**src/rtl/pong_pkg.sv**
```systemverilog
// Shared definitions for the pong match controller and the display logic.
package pong_pkg;

  // State codes double as the curS debug value seen by the display block.
  typedef enum logic [2:0] {
    StIdle = 3'd0,
    StMovL = 3'd1,
    StMovR = 3'd2,
    StPtL  = 3'd3,
    StPtR  = 3'd4,
    StOver = 3'd5
  } state_e;

  // True while a ball is in flight and the prescaler should run.
  function automatic logic is_moving(state_e s);
    return (s == StMovL) || (s == StMovR);
  endfunction

endpackage

```
**src/rtl/pong_tick_div.sv**
```systemverilog
// Ball-speed prescaler: one tick every TICK_DIV enabled cycles, restartable via clr_i.
module pong_tick_div #(
  parameter int unsigned TICK_DIV = 4
) (
  input  logic clk,
  input  logic ireset,
  input  logic clr_i,
  input  logic en_i,
  output logic tick_o
);

  localparam int unsigned CntW = (TICK_DIV > 1) ? $clog2(TICK_DIV) : 1;
  localparam logic [CntW-1:0] CntMax = CntW'(TICK_DIV - 1);

  logic [CntW-1:0] cnt_q, cnt_d;

  assign tick_o = en_i & (cnt_q == CntMax);

  // Wrap at CntMax while enabled; a clear restarts the step period.
  always_comb begin
    cnt_d = cnt_q;
    if (clr_i) begin
      cnt_d = '0;
    end else if (en_i) begin
      cnt_d = (cnt_q == CntMax) ? '0 : cnt_q + 1'b1;
    end
  end

  // Counter register with synchronous reset.
  always_ff @(posedge clk) begin
    if (ireset) cnt_q <= '0;
    else        cnt_q <= cnt_d;
  end

endmodule

```
**src/rtl/pong_match_controller.sv**
```systemverilog
// Full pong match: serve, rally, miss/fault, scoring and game over on a one-hot LED court.
module pong_match_controller
  import pong_pkg::*;
#(
  parameter int unsigned COURT_W   = 8,
  parameter int unsigned TICK_DIV  = 4,
  parameter int unsigned SCORE_W   = 4,
  parameter int unsigned WIN_SCORE = 9
) (
  input  logic               clk,
  input  logic               ireset,
  input  logic               irsrv,
  input  logic               ilsrv,
  input  logic               irpad,
  input  logic               ilpad,
  output logic [COURT_W-1:0] court,
  output logic [SCORE_W-1:0] lscore,
  output logic [SCORE_W-1:0] rscore,
  output logic               lct,
  output logic               rct,
  output logic               game_over,
  output logic               winner,
  output logic [2:0]         curS
);

  localparam logic [SCORE_W-1:0] WinScore = SCORE_W'(WIN_SCORE);

  state_e             state_q, state_d;
  logic [COURT_W-1:0] court_q, court_d;
  logic [SCORE_W-1:0] lscore_q, lscore_d, rscore_q, rscore_d;
  logic               winner_q, winner_d;
  logic [1:0]         perm_q, perm_d;  // [1] right may serve, [0] left may serve
  logic               rsrv_prev_q, lsrv_prev_q;
  logic               rsrv_fall, lsrv_fall, tick, serve_clr;

  assign rsrv_fall = rsrv_prev_q & ~irsrv;
  assign lsrv_fall = lsrv_prev_q & ~ilsrv;

  pong_tick_div #(
    .TICK_DIV(TICK_DIV)
  ) u_tick_div (
    .clk   (clk),
    .ireset(ireset),
    .clr_i (serve_clr),
    .en_i  (is_moving(state_q)),
    .tick_o(tick)
  );

  // Match FSM: serve acceptance, ball stepping, paddle decisions and scoring.
  always_comb begin
    state_d   = state_q;
    court_d   = court_q;
    lscore_d  = lscore_q;
    rscore_d  = rscore_q;
    winner_d  = winner_q;
    perm_d    = perm_q;
    serve_clr = 1'b0;
    unique case (state_q)
      StIdle: begin
        // Right has priority on a simultaneous serve.
        if (rsrv_fall && perm_q[1]) begin
          state_d   = StMovL;
          court_d   = {1'b1, {(COURT_W-1){1'b0}}};
          serve_clr = 1'b1;
        end else if (lsrv_fall && perm_q[0]) begin
          state_d   = StMovR;
          court_d   = {{(COURT_W-1){1'b0}}, 1'b1};
          serve_clr = 1'b1;
        end
      end
      StMovL: begin
        if (tick) begin
          if (court_q[0] && !ilpad) begin
            state_d = StMovR;
            court_d = court_q << 1;
          end else if (court_q[0] || !ilpad) begin
            // Miss at the end, or a swing before the ball arrived.
            state_d = StPtR;
            court_d = '0;
            if (rscore_q != WinScore) rscore_d = rscore_q + 1'b1;
          end else begin
            court_d = court_q >> 1;
          end
        end
      end
      StMovR: begin
        if (tick) begin
          if (court_q[COURT_W-1] && !irpad) begin
            state_d = StMovL;
            court_d = court_q >> 1;
          end else if (court_q[COURT_W-1] || !irpad) begin
            state_d = StPtL;
            court_d = '0;
            if (lscore_q != WinScore) lscore_d = lscore_q + 1'b1;
          end else begin
            court_d = court_q << 1;
          end
        end
      end
      StPtL: begin
        perm_d = 2'b10;
        if (lscore_q == WinScore) begin
          state_d  = StOver;
          winner_d = 1'b0;
          court_d  = '1;
        end else begin
          state_d = StIdle;
        end
      end
      StPtR: begin
        perm_d = 2'b01;
        if (rscore_q == WinScore) begin
          state_d  = StOver;
          winner_d = 1'b1;
          court_d  = '1;
        end else begin
          state_d = StIdle;
        end
      end
      StOver: ;
      default: state_d = StIdle;
    endcase
  end

  // State, court, scores and serve-edge history; reset overrides everything.
  always_ff @(posedge clk) begin
    if (ireset) begin
      state_q     <= StIdle;
      court_q     <= '0;
      lscore_q    <= '0;
      rscore_q    <= '0;
      winner_q    <= 1'b0;
      perm_q      <= 2'b11;
      rsrv_prev_q <= 1'b1;
      lsrv_prev_q <= 1'b1;
    end else begin
      state_q     <= state_d;
      court_q     <= court_d;
      lscore_q    <= lscore_d;
      rscore_q    <= rscore_d;
      winner_q    <= winner_d;
      perm_q      <= perm_d;
      rsrv_prev_q <= irsrv;
      lsrv_prev_q <= ilsrv;
    end
  end

  assign court     = court_q;
  assign lscore    = lscore_q;
  assign rscore    = rscore_q;
  assign lct       = (state_q == StPtL);
  assign rct       = (state_q == StPtR);
  assign game_over = (state_q == StOver);
  assign winner    = winner_q;
  assign curS      = state_q;

endmodule
```
**config.mk**
```make
export PLATFORM = sky130hd
export DESIGN_NAME = pong_match_controller
export DESIGN_NICKNAME = d
export VERILOG_FILES = /design/src/rtl/pong_pkg.sv /design/src/rtl/pong_tick_div.sv /design/src/rtl/pong_match_controller.sv
export SDC_FILE = /design/constraint.sdc
export NUM_CORES = 1
export LEC_CHECK = 0
export ABC_AREA = 1
export CAP_MARGIN = 15
export CORE_MARGIN = 3
export CORE_UTILIZATION = 35
export CTS_CLUSTER_SIZE = 40
export DETAILED_ROUTE_END_ITERATION = 10
export PLACE_DENSITY = 0.59
export SYNTH_ARGS = -nofsm -noshare
export SYNTH_HDL_FRONTEND = slang
export SYNTH_SLANG_ARGS = --single-unit
```
**constraint.sdc**
```tcl
create_clock -name clk -period 1.34 [get_ports clk]
set_input_delay 0.268 -clock clk [delete_from_list [all_inputs] [get_ports clk]]
set_output_delay 0.268 -clock clk [all_outputs]
set_load 0.05 [all_outputs]
```
* Word-level counts from Yosys, hierarchy flattened
Index checks and enable logic that the tools add are counted.
** Storage, ports and cells
- Word-level logic and storage cells :: 85
- Bits in registers :: 26
** Operators by class
- Muxes and demuxes :: 30
- Bitwise logic cells :: 8
- Equality and inequality tests :: 17
- Add/subtract/negate cells :: 3
- Reduce and logical (&&, ||, !) cells :: 18
** Operator list (count)
- $mux W8 :: 9
- $pmux W8 S5 :: 1
- $mux W3 :: 10
- $pmux W3 S6 :: 1
- $reduce_and A6 Y1 :: 2
- $reduce_and A5 Y1 :: 2
- $add A4 B1 Y4 const B :: 2
- $eq A4 B4 Y1 const B :: 2
- $ne A4 B4 Y1 const B :: 2
- $mux W7 :: 1
- $eq A3 B2 Y1 const B :: 2
- $eq A3 B3 Y1 const B :: 2
- $ne A3 B1 Y1 const B :: 2
- $mux W1 :: 5
- $not A1 Y1 :: 5
- $reduce_bool A5 Y1 :: 1
- $logic_and A1 B1 Y1 :: 4
- $ne A2 B1 Y1 const B :: 2
- $ne A2 B2 Y1 const B :: 2
- $pmux W2 S2 :: 1
- $and A1 B1 Y1 :: 3
- $eq A3 B1 Y1 const B :: 1
- $logic_not A3 Y1 :: 1
- $logic_or A1 B1 Y1 :: 3
- other kinds (9) :: 10

* Depth between registers and ports, before layout
Gate-level depths: netlist of the first run.
- Word-level depth :: 7
- Mapped depth :: 10
- Depth with buffers taken out :: 9

* Modules after synthesis
Synthesis of the first run repeated with hierarchy kept, for this count alone.
** Second synthesis, totals
- Cells, all modules :: 283
- Area, all modules :: 1775.5 um^2
** Modules (own cells, without submodules)
- pong_match_controller :: instances 1, seq. area each 480.5 um^2, cells each 267, area each 1670.4 um^2
- pong_tick_div :: instances 1, seq. area each 40.0 um^2, cells each 16, area each 105.1 um^2

* Worst setup path after synthesis of the first run
Ideal clock, no wire load.
- Path type :: reg-to-reg
- From :: reg state_q[0] (netlist: curS[0])
- To :: reg court_q[7] (netlist: court[7])
- Stages on the path, launching flop included :: 8
- Setup slack :: -0.763 ns
- Arrival :: 1.986 ns
- Data required time :: 1.224 ns
- Cell sequence :: dfxtp_1 nand2_1 nor2_2 nand2_1 nand3_1 nor2_4 o21ai_0 nor2_1
** On the way
- Elaborated cells on any way between the ends :: 15
- Classes of those cells :: 9 x eq/ne; 1 x mux; 1 x bitwise; 4 x reduce/logical
** RTL lines
- start, declared :: RTL line pong_match_controller.sv:28 : state_e state_q, state_d;
- start signal, assigned :: RTL line pong_match_controller.sv:128 : state_q <= StIdle;
- start signal, assigned :: RTL line pong_match_controller.sv:137 : state_q <= state_d;
- $eq A3 B2 Y1 *
- named net lct :: RTL line pong_match_controller.sv:19 : output logic lct,
- $reduce_bool A5 Y1 (no source line) or $ne A2 B1 Y1 (tied branches)
- $reduce_and A6 Y1 (no source line)
- end signal, assigned :: RTL line pong_match_controller.sv:138 : court_q <= court_d;
- end, declared :: RTL line pong_match_controller.sv:29 : logic [COURT_W-1:0] court_q, court_d;
Mark *: on every way through the listed nets, which the timed path passes. The rest lies on a longest branch.
A chain may end at the register's enable or synchronous reset.

* Worst setup path in the final report of the first run
- From :: reg state_q[1] (netlist: curS[1])
- To :: out rct
** On the way
- Word-level cells in the longest chain between the ends :: 1
** Ends and longest elaborated chain
- $eq A3 B3 Y1 :: RTL line pong_match_controller.sv:152 : assign rct = (state_q == StPtR);
- end, declared :: RTL line pong_match_controller.sv:20 : output logic rct,
Every way passes these cells.

==> summary.txt, run 1 <==
Run status
  – Failing checks: setup timing
  – Outcome: finished, violations left

Timing
  – Worst slew pin tran: 292.9 ps
  – Worst setup margin: -160.5 ps
  – Tmin final: 1500 ps
  – Period utilization: 112.0%
  – Finish-stage setup viols: 23
  – Setup Skew: 4.982 ps
  – RSZ-0062 raised after global routing: true
  – Min Hold Slack: 480.0 ps
  – Headroom to the max-slew limit: 80.45%
  – Slew Viols, Final: 0
  – Final setup TNS: -1895 ps
  – Fmax: 666.5 MHz
  – Final hold viol count: 0

Global route
  – Initial antenna violation count: 0
  – First-pass GRT wire length: 9.639 mm
  – Largest net degree at the start of global routing: 15
  – Number of global-route vias before repair: 2,028
  – Total Routing Usage GR: 19.94%
  – Gr ovfl total: 0

Logic synthesis
  – Mapped Avg Cell Area: 6.224 um2
  – Register bit total from synthesis: 26
  – Top-count cell post-synth: nand2_1
  – Post-synth top flop: dfxtp_1
  – Ranking of synthesized cells by area: dfxtp_1, nand2_1, nand3_1
  – Post-synthesis sequential area ratio: 30.19%
  – Synth top cells by count: nand2_1, nand3_1, inv_1, dfxtp_1, nor2_1
  – Count of different cell masters after synthesis: 27
  – Asr flop ratio synth: 0%
  – Yosys warns: 0
  – Largest area contributor in the netlist: dfxtp_1
  – Synth Cell Area: 1724 um2
  – Synthesized Nets: 288
  – Top cell type's share of synthesized area: 30.19%
  – Cells after Synth: 277
  – EDFF count, synth: 0

Drt
  – DRC viols: 0
  – Post-route antenna net violation count: 0
  – Vias: 2,150
  – Vias per std cell: 4.831
  – Drt wl/cell: 13.33 um
  – Number of DRC markers in iteration 0: 194
  – Met2 Wirelength: 2.867 mm
  – Top Layer Used: met4
  – Met3 wire length: 315 um
  – WL met1: 2.643 mm
  – Pre-antenna DRT Iters: 4
  – Routed wire length: 5.933 mm

Setup path
  – Critical Path Start Type: flop
  – Slowest Stage Delay on Critical Path: 390 ps
  – Crit Path Max Fanout: 5
  – Slowest stage cell on the critical path: dfxtp_4
  – End of the worst register-to-register path: rscore[0]$_SDFFE_PP0P_
  – Critical path, cell by cell: buf_6, nor2_4, nand2_4, clkinvlp_4, buf_12
  – R2R setup slack: -100 ps
  – Kind of critical path: reg2out
  – Critical path arrival: 1230 ps
  – Worst R2R Path Depth: 9
  – Setup crit end kind: output port
  – RR Startpoint: curS[2]$_SDFFE_PP0P_
  – WP data required: 1070 ps

Floorplanning
  – Die width: 76.19 um
  – Core Box Area: 4564 um2
  – Io pins: 29
  – Die Height: 76.19 um
  – # rows: 24
  – Die area: 5804 um2
  – Initial Utilization: 37.77%

Power and ir drop
  – Sw Ratio: 46.22%
  – Pwr dens: 1649 nW/um2
  – Largest vdd supply drop: 0.7219 mV
  – Psw: 2475 uW
  – Share of power burned in registers: 21.0%
  – Internal cell power: 2880 uW
  – Part of the power in combinational logic: 70.1%
  – Clock network fraction of total power: 8.9%
  – Total Power: 5355 uW
  – Leakage: 0.001553 uW

Hold path
  – Worst hold start: perm_q[0]$_SDFFE_PP1N_
  – Hold Path Cell Cnt: 2
  – Hold Path End: perm_q[0]$_SDFFE_PP1N_
  – Hold Crit Class: reg2reg

Clock tree
  – CTS max path bufs: 2
  – Clock sinks: 26
  – Clock root cell: clkbuf_8
  – CTS Hold Bufs: 0
  – CTS Buf Count: 3
  – Clk_lat worst skew: 270 ps
  – Number of H-tree levels: 1
  – CTS tree: built
  – Clk slew on worst S/H paths: 90 ps

Place
  – IO buf count: 28
  – Hpwl dp: 4.071 mm
  – Routability cong.: 0.9165
  – Placed Instances: 419

Cells and area
  – Layout Cells excl Fill: 445
  – Layout cells sized above 1: 50.79%
  – Area grow syn2layout: 88.32%
  – Core Util, Final: 71.13%
  – # diodes: 0
  – # nets final: 392

Flow run
  – Max Cap Viol: 0
[cell families (layout without fill, tap and decap cells)]
group / count (synthesis) / in the layout / synth area share, %
AO/OA/AOI/OAI: 27 / 27 / 8.056
AND/OR/NAND/NOR: 173 / 173 / 45.86
adder cells (fa/ha/maj): 5 / 5 / 3.628
flip-flops: 26 / 26 / 30.19
buffers and inverters: 40 / 143 / 9.217
XOR/XNOR: 6 / 6 / 3.048
[worst max-delay path: cells and delay by family, from the launching register on]
kind	cells	cell delay, ps
buffers and inverters	3	350
flip-flops	1	390
AND/OR/NAND/NOR	2	230
[power groups by stage]
stage	logic (uW)	clock network [uW]	registers, uW
global route	4040	527	1150
finish	3750	477	1120
detailed placement	2940	0	1120
CTS	3300	496	1110
floorplan	1370	0	1390
global placement	2920	0	1120
[per-stage QoR]
step	area (um2)	setup slack (ps)
2_1_floorplan	1784	-180.7
3_3_place_gp	2753	-289.0
3_5_place_dp	2753	-299.9
4_1_cts	3033	-135.0
5_1_grt	3247	-256.1
6_report	3247	-160.5
[state kept, by name, indices dropped and copies added, names as in the netlist]
name,flops
court,8
perm_q,2
lsrv_prev_q,1
u_tick_div.cnt_q,2
rsrv_prev_q,1
lscore,4
curS,3
rscore,4
winner,1
[routing by layer]
metal | track usage [%] | vias to the layer above
li1 | - | 1088
met1 | 27.32 | 991
met2 | 31.74 | 59
met3 | 3.783 | 12
met4 | 5.978 | 0
met5 | 0 | -
[cells in the final DEF, fill, tap and decap left out, drive strengths merged, types with 5 or more instances in the layout]
cell / Yosys / layout
clkdlybuf4s50: 0 / 5
dfxtp: 26 / 26
inv: 34 / 32
o21ai: 9 / 9
nand3: 42 / 42
buf: 3 / 99
a21oi: 16 / 16
nand2: 95 / 95
nor2: 32 / 32
ha: 5 / 5
[repair_timing]
item / 4_1_cts / 5_1_grt
pin swaps: 28 / 26
buffers inserted: 12 / 10
endpoints found under the setup margin: 23 / 25
resized for setup: 41 / 43
[worst max path at each step]
stage                             endpoint  slack (ps)  cells after the start            startpoint
global route         court[0]$_SDFFE_PP0P_        -260                     11  curS[2]$_SDFFE_PP0P_
CTS                              game_over        -130                      5  curS[0]$_SDFFE_PP0P_
finish                                 rct        -160                      5  curS[1]$_SDFFE_PP0P_
floorplan            court[6]$_SDFFE_PP0P_        -180                      9  curS[1]$_SDFFE_PP0P_
detailed placement  rscore[0]$_SDFFE_PP0P_        -300                      8                 ilpad
global placement     court[2]$_SDFFE_PP0P_        -290                      9                 ilpad
[area by class of cell]
cell class	instances	area, um2
Fill cell	356	1318
Tap cell	65	81.33
Sequential cell	26	554.3
Multi-Input combinational cell	211	1262
Inverter	35	157.7
Clock buffer	4	45.04
Timing Repair Buffer	104	1146
Power figures use the tool's default switching activity.
==> run 2, diff against run 1 <==
Clock period 1.34 ns to 1.2 ns, I/O delays scaled along.
==> run 2 against run 1 <==
  * The run still ends with setup timing left
  * Die area unchanged
  * First-iteration DRC count fell by 20%
  * Power rose by 23%
  * Sequential cell count did not move
  * Cell count increased by 1.3%
  * Critical path depth did not move
  * Global-route usage barely moved
  * Sequential power grew 9%
  * Sequential share of layout area down 0.78 points
  * Critical path type unchanged
  * Largest power group unchanged
==> summary.txt, run 2 (same netlist as run 1, synthesis figures left out) <==
Hold path
  – Hold Crit Class: reg2reg

Global route
  – First-pass GRT wire length: 9.742 mm (+1.1%)
  – Largest net degree at the start of global routing: 15 (unchanged)
  – Total Routing Usage GR: 19.96% (about the same)
  – Initial antenna violation count: 0 (unchanged)
  – Number of global-route vias before repair: 2,158 (+6.4%)
  – Gr ovfl total: 0 (unchanged)

Setup path
  – End of the worst register-to-register path: court[7]$_SDFFE_PP0P_
  – Crit. Startpoint: curS[0]$_SDFFE_PP0P_
  – Critical path arrival: 1220 ps (about the same)
  – WP data required: 960 ps (-110 ps)
  – Worst setup path end: rct
  – Slowest Stage Delay on Critical Path: 390 ps (about the same)
  – Critical Path Start Type: flop
  – Slowest stage cell on the critical path: dfxtp_4
  – Critical path, cell by cell: buf_4, nor2_4, nand2_2, clkinvlp_4, buf_12
  – Worst R2R Path Depth: 10 (+1)
  – R2R setup slack: -250 ps (-150 ps)
  – RR Startpoint: curS[0]$_SDFFE_PP0P_
  – Kind of critical path: reg2out
  – Setup crit end kind: output port
  – Crit Path Max Fanout: 5 (unchanged)

Cells and area
  – Layout cells sized above 1: 56.22% (+5.4 points)
  – Commonest cells after routing, fill and taps aside: buf_4, nand2_1, nand3_1
  – Commonest non-fill, non-tap cell in the layout: buf_4
  – # diodes: 0 (unchanged)
  – Multi-input logic area: 1359 um2 (+7.6%)
  – Layout fillers: 344 (-3.4%)
  – Layout Cells excl Fill: 451 (+1.3%)
  – Max reg flops: 8 (unchanged)
  – Area occupied by registers: 556.8 um2 (+0.45%)
  – Area grow syn2layout: 98.19%
  – # nets final: 398 (+1.5%)

Timing
  – Final hold viol count: 0 (unchanged)
  – Setup Skew: 8.739 ps (+3.757 ps)
  – Worst slew pin tran: 310.9 ps (+17.97 ps)
  – RSZ-0062 raised after global routing: true
  – Finish-stage setup viols: 28 (+22%)
  – Tmin final: 1457 ps
  – Fmax: 686.3 MHz
  – Worst setup margin: -257.2 ps (-96.72 ps)
  – Headroom to the max-slew limit: 79.25% (-1.2 points)
  – Period utilization: 121.4%
  – Slew Viols, Final: 0 (unchanged)

Clock tree
  – Clock root cell: clkbuf_8
  – CTS max path bufs: 2 (unchanged)
  – CTS Buf Count: 3 (unchanged)
  – Clock sinks: 26 (unchanged)
  – Clk slew on worst S/H paths: 100 ps (about the same)
  – Clk_lat worst skew: 280 ps (about the same)
  – CTS tree: built
  – Number of H-tree levels: 1 (unchanged)

Floorplanning
  – Initial Utilization: 37.77% (unchanged)
  – Die Height: 76.19 um (unchanged)
  – # rows: 24 (unchanged)
  – Io pins: 29 (unchanged)
  – Die area: 5804 um2 (unchanged)
  – Core Box Area: 4564 um2 (unchanged)
  – Die width: 76.19 um (unchanged)

Place
  – IO buf count: 28 (unchanged)
  – Placed Instances: 425 (+1.4%)
  – Place WS: -450.3 ps (-150.4 ps)
  – Hpwl dp: 4.163 mm (+2.2%)
  – Routability cong.: 0.9432 (+2.9%)

Drt
  – Drt wl/cell: 13.58 um (+1.9%)
  – Pre-antenna DRT Iters: 4 (unchanged)
  – DRC viols: 0 (unchanged)
  – Vias: 2,198 (+2.2%)
  – Number of DRC markers in iteration 0: 156 (-20%)
  – Vias per std cell: 4.874 (+0.87%)
  – Routed wire length: 6.125 mm (+3.2%)
  – Post-route antenna net violation count: 0 (unchanged)

Run status
  – Failing checks: setup timing
  – Outcome: finished, violations left

Power and ir drop
  – Leakage: 0.001610 uW (+3.7%)
  – Pwr dens: 1934 nW/um2 (+17%)
  – Largest vdd supply drop: 0.8172 mV (+13%)

Flow run
  – Max Cap Viol: 0 (unchanged)
[run 2: through the flow]
stage	TNS [ps]	hold slack, ps	area, um2	total power [uW]	utilization (%)
after detailed placement	-8207	451.5	2798	4615	61.29
after floorplan	-5767	336.6	1784	3080	-
after CTS	-4910	473.4	3153	5944	69.08
after global routing	-7204	529.0	3417	6967	74.86
after global placement	-7734	443.5	2798	4593	61.29
final	-5123	512.6	3417	6610	74.86
[run 2: area by class of cell]
cell class                      count  area share, %
Timing Repair Buffer              110          35.26
Tap cell                           65          2.380
Clock buffer                        4          1.611
Multi-Input combinational cell    211          39.77
Inverter                           35          4.687
Sequential cell                    26          16.29
[run 2: how the worst min path moves through the flow]
stage	from	to	slack, ps	cells past startpoint
after floorplan	ilsrv	lsrv_prev_q$_SDFF_PP1_	340	2
after global placement	perm_q[0]$_SDFFE_PP1N_	perm_q[0]$_SDFFE_PP1N_	440	2
after detailed placement	perm_q[0]$_SDFFE_PP1N_	perm_q[0]$_SDFFE_PP1N_	450	2
after CTS	perm_q[0]$_SDFFE_PP1N_	perm_q[0]$_SDFFE_PP1N_	470	2
after global routing	rscore[1]$_SDFFE_PP0P_	rscore[1]$_SDFFE_PP0P_	530	2
final	rscore[1]$_SDFFE_PP0P_	rscore[1]$_SDFFE_PP0P_	510	2
[run 2: repair_timing]
item	4_1_cts	5_1_grt
endpoints found under the setup margin	30	33
gates resized for setup	60	58
cloned	0	0
hold endpoints to repair	0	0
hold buffers	0	0
pin swaps	21	24
setup buffers	15	9
[run 2: worst max-delay path, delay by kind of cell (launching register included)]
| family | cells | cell delay (ps) |
|---|---|---|
| flip-flops | 1 | 390 |
| buffers and inverters | 3 | 360 |
| AND/OR/NAND/NOR | 2 | 200 |
[run 2: power by group]
part           internal, uW  switching [uW]
Clock                   294             306
Combinational          2250            2540
Sequential             1030             191
[run 2: routing by layer]
metal | routed length, um | vias to the layer above | part of all wire [%] | GRT usage [%]
met2 | 3205 | 52 | 52 | 34.31
met1 | 2615 | 1040 | 43 | 26.73
met5 | 0 | - | 0 | 0
met3 | 256 | 6 | 4.2 | 2.837
met4 | 48 | 0 | 0.78 | 3.804
li1 | - | 1100 | - | -
